===== src/rtl/gate_sweep_pkg.sv =====
// rtl/gate_sweep_pkg.sv - shared types and constants for the gate sweep checker
package gate_sweep_pkg;

  typedef enum logic [1:0] {
    IDLE = 2'd0,
    RUN  = 2'd1,
    DONE = 2'd2
  } state_e;

  localparam int NUM_VEC = 8;
  localparam int VEC_W   = 3;
  localparam logic [NUM_VEC-1:0] NOR3_TABLE = 8'h01;

  // An unknown ZN never equals the expected bit, so X/Z reads as a mismatch.
  function automatic logic vec_mismatch(input logic [NUM_VEC-1:0] tbl,
                                        input logic [VEC_W-1:0]   idx,
                                        input logic               zn);
    return (zn !== tbl[idx]);
  endfunction

endpackage


===== src/rtl/gate_sweep_timer.sv =====
// rtl/gate_sweep_timer.sv - settle counter; tc_o marks the edge that ends a hold window
module gate_sweep_timer
  import gate_sweep_pkg::*;
#(
  parameter int unsigned SETTLE_CYCLES = 10
) (
  input  logic clk_i,
  input  logic rst_ni,
  input  logic load_i,
  input  logic en_i,
  output logic tc_o
);

  localparam int CNT_W = (SETTLE_CYCLES > 1) ? $clog2(SETTLE_CYCLES) : 1;
  localparam logic [CNT_W-1:0] RELOAD = CNT_W'(SETTLE_CYCLES - 1);

  logic [CNT_W-1:0] cnt_q, cnt_d;

  always_comb begin
    cnt_d = cnt_q;
    if (load_i) begin
      cnt_d = RELOAD;
    end else if (en_i) begin
      cnt_d = (cnt_q == '0) ? RELOAD : cnt_q - 1'b1;
    end
  end

  always_ff @(posedge clk_i or negedge rst_ni) begin
    if (!rst_ni) begin
      cnt_q <= '0;
    end else begin
      cnt_q <= cnt_d;
    end
  end

  assign tc_o = en_i && !load_i && (cnt_q == '0);

endmodule


===== config.mk =====
export PLATFORM = sky130hd
export DESIGN_NAME = gate_sweep_timer
export DESIGN_NICKNAME = d
export VERILOG_FILES = /design/src/rtl/gate_sweep_pkg.sv /design/src/rtl/gate_sweep_timer.sv
export SDC_FILE = /design/constraint.sdc
export NUM_CORES = 1
export LEC_CHECK = 0
export BUFFER_PORTS_ARGS = -buffer_cell sky130_fd_sc_hd__buf_2
export CAP_MARGIN = 20
export CORE_AREA = 2 2 39 41
export DETAILED_ROUTE_END_ITERATION = 8
export DIE_AREA = 0 0 41 43
export HOLD_SLACK_MARGIN = 0.12
export SLEW_MARGIN = 10
export SYNTH_ARGS = -nofsm -noshare
export SYNTH_HDL_FRONTEND = slang
export SYNTH_SLANG_ARGS = --single-unit

===== constraint.sdc =====
create_clock -name clk_i -period 3.27 [get_ports clk_i]
set_input_delay 0.654 -clock clk_i [delete_from_list [all_inputs] [get_ports clk_i]]
set_output_delay 0.654 -clock clk_i [all_outputs]
set_load 0.05 [all_outputs]

# Word-level counts from Yosys, hierarchy flattened
# Index checks and enable logic that the tools add are counted.
# op_classes
n_addsub,1
reduce_logical,5
muxes,3
# op_table
operator,n
4-bit two-way mux,3
4-bit logical NOT,1
"4-bit by 1-bit subtractor with 4-bit output, second input constant",1
1-bit logical AND,2
2-bit nonzero test,1
1-bit logical NOT,1
# word_totals
word_cells,10
regBits,4
out_inout_bits,1
input_bits,4

# Logic depth before layout (Yosys ltp)
# depth
depth_word,4
depth_mapped,5
ltp_nobuf,5

# Worst setup path after synthesis
# Ideal clock, no wire load.
# synth_path
path_kind,register to output
from,register cnt_q[0]
to,output tc_o
n_path_buf,0
path_stages_with_launch,5
required_time_ns,2.616
path_slack_ns,0.448
arrival_ns,2.168
path_cell_list,dfrtp_1 > inv_1 > ha_1 > or3b_4 > nor3b_1
# synth_via
elab_chain_cells,2
# synth_rtl
element,line_no,text
from (decl),gate_sweep_timer.sv:17,"logic [CNT_W-1:0] cnt_q, cnt_d;"
from (signal assigned),gate_sweep_timer.sv:32,cnt_q <= cnt_d;
4-bit logical NOT,gate_sweep_timer.sv:36,assign tc_o = en_i && !load_i && (cnt_q == '0);
1-bit logical AND,gate_sweep_timer.sv:36,
to (decl),gate_sweep_timer.sv:11,output logic tc_o
# Every way passes these cells.

# Worst setup path in the final report
# Same ends and word-level chain as after synthesis.

==> flow_metrics.tcl <==
set metrics [dict create \
    outcome "finished, final reports clean" \
    rr_startpoint "cnt_q[0]" \
    firstDrtPassIters 2 \
    area_growth_pct 25.00 \
    pre_cts_ws_ps 1074 \
    layout_common_cells "dfrtp_1 (4), buf_2 (4), a21oi_1 (3), clkbuf_4 (3)" \
    routed_wl_um 440 \
    first_global_vias 206 \
    yosysTopAreaCell "dfrtp_1" \
    drt_iter0_drc 5 \
    power.total_mw 0.1336 \
    postCtsHoldBufs 0 \
    dpl.cell_count 45 \
    clock_sinks 4 \
    worst_setup_path_startpoint "cnt_q[0]" \
    root_buffer "clkbuf_4" \
    yosys_warnings 0 \
    worst_pin_slew_ps 247.5 \
    clockBufferDepth 2 \
    grt_usage_pct 7.258 \
    n_antenna_cell 0 \
    power_density_nw_per_um2 427.2 \
    clock_skew_ps 3.550 \
    path_clk_slew_ps 40 \
    fin_nets 40 \
    crit_arrival_ps 1780 \
    gp_congestion 0.6942 \
    cp_max_fo 4 \
    cpMaxStageDelayCell "dfrtp_1" \
    syn-num-nets 31 \
    worstRegToRegCells 5 \
    synth-seq-area-share_pct 40.00 \
    holdWs_ps 215.1 \
    max_stage_delay_ps 410 \
    cts_tree "built" \
    synthCells 25 \
    maxSlewHeadroom_pct 83.61 \
    yosysTopAreaCellShare_pct 40.00 \
    period_share_pct 74.33 \
    p_leak_nw 0.1425 \
    synth_cell_type_count 16 \
    vias 205 \
    start_util_pct 18.08 \
    cts_resized 0 \
    setup-tns-final_ps 0 \
    synth.area.top_cells "dfrtp_1 (40%), ha_1 (10%), a21oi_1 (6.0%), o21bai_1 (6.0%), o21bai_2 (4.5%)" \
    top_register "cnt_q" \
    placement.cell_area_um2 290.3 \
    antenna_found_initial 0 \
    synth_seq_cells 4 \
    setup_violations 0 \
    hold_viol 0 \
    cts_made_buffers 3 \
    rsz0062_at_grt "false" \
    hp-class "in2async" \
    synth_area_um2 250.2 \
    avgSynthCellArea_um2 10.01 \
    setup.worst_path.start_class "flop" \
    cp_cell_sequence "inv_1 > ha_1 > or3b_4 > nor3b_1 > buf_2" \
    io_buffers 4 \
    htree_levels 1 \
    grt_start_max_net_pins 8 \
    critPathRequiredTime_ps 2620 \
    core_um2 1384 \
    fin_util_pct 22.60 \
    overflow 0 \
    setup_ws_ps 839.3 \
    drive_gt1_share_pct 31.25 \
    dieArea_um2 1763 \
    stdcell_count 48 \
    r2r_end "cnt_q[2]" \
    finalInstanceArea_um2 312.8 \
    end_kind "primary output" \
    cts_setup_buffers 0 \
    dieHeight_um 43 \
    grt_first_pass_wirelength_um 828 \
    ios 5 \
    num_rows 14 \
    worstSetupPathType "reg2out" \
    clkLatencyLatePin_ps 230 \
    fillers 155 \
    fp.dieW_um 41 \
    drv_slew 0 \
    routed_via_density 4.271 \
    cap_viol_max_count 0 \
    drc_errors 0 \
    rrSetupSlack_ps 1810 \
    ant_nets 0 \
    largest_reg_flops 4 \
    period_minus_slack_ps 2431 \
    reg_top3 "cnt_q x4" \
    fmax_ghz 0.4114 \
    ir_drop_uv 284.0 \
    avgRoutedWirePerCell_um 9.167 \
    critPathCapture "tc_o" \
]
[synth_stat cells, drive strengths merged]
cell	number
inv	2
and2b	1
or3b	2
nand2b	1
nor3b	1
o21bai	3
dfrtp	4
nand2	2
and4	1
nor2	1
nand3b	1
a21oi	3
ha	2
and3	1
[report_power, final]
group          leakage, nW  internal [mW]  switching (mW)
registers           0.0466         0.0530         0.00300
logic               0.0821        0.00930         0.00889
clock network       0.0138         0.0409          0.0185
total                0.143          0.103          0.0304
[layout make-up]
type | instances | area [µm²] | area share, %
timing repair buffer | 4 | 20.02 | 6.400
clock buffer | 3 | 22.52 | 7.200
sequential | 4 | 100.1 | 32.00
multi-input combinational | 19 | 142.6 | 45.60
tap | 16 | 20.02 | 6.400
inverter | 2 | 7.507 | 2.400
[worst min-delay path by stage]
| stage | from | to | slack [ps] | cells past startpoint |
|---|---|---|---|---|
| 2_1_floorplan | rst_ni | cnt_q[0] | 360 | 0 |
| 3_3_place_gp | rst_ni | cnt_q[3] | 460 | 1 |
| 3_5_place_dp | rst_ni | cnt_q[3] | 460 | 1 |
| 6_report | rst_ni | cnt_q[2] | 220 | 1 |
| 4_1_cts | rst_ni | cnt_q[3] | 210 | 1 |
| 5_1_grt | rst_ni | cnt_q[3] | 200 | 1 |
[critical path, delay by kind of cell (launching register included)]
kind / cells / cell delay [ps]
and+or+nand+nor: 2 / 580
DFF: 1 / 410
buffers and inverters: 2 / 400
adders and majority gates: 1 / 150
[logic make-up after synthesis]
kind of cell             after synthesis  synth area share, %
AO/OA/AOI/OAI                          6                16.50
flip-flops                             4                40.00
buffers and inverters                  2                3.001
AND/OR/NAND/NOR                       11                30.51
adder cells (fa/ha/maj)                2                9.998
[metal layers]
metal	vias to the layer above	part of all wire, %	track usage, %
met5	-	0	0
met4	0	0	0
met3	0	8.4	7.853
met2	7	44	9.063
met1	96	48	9.121
li1	102	-	-
Power figures use the tool's default switching activity.
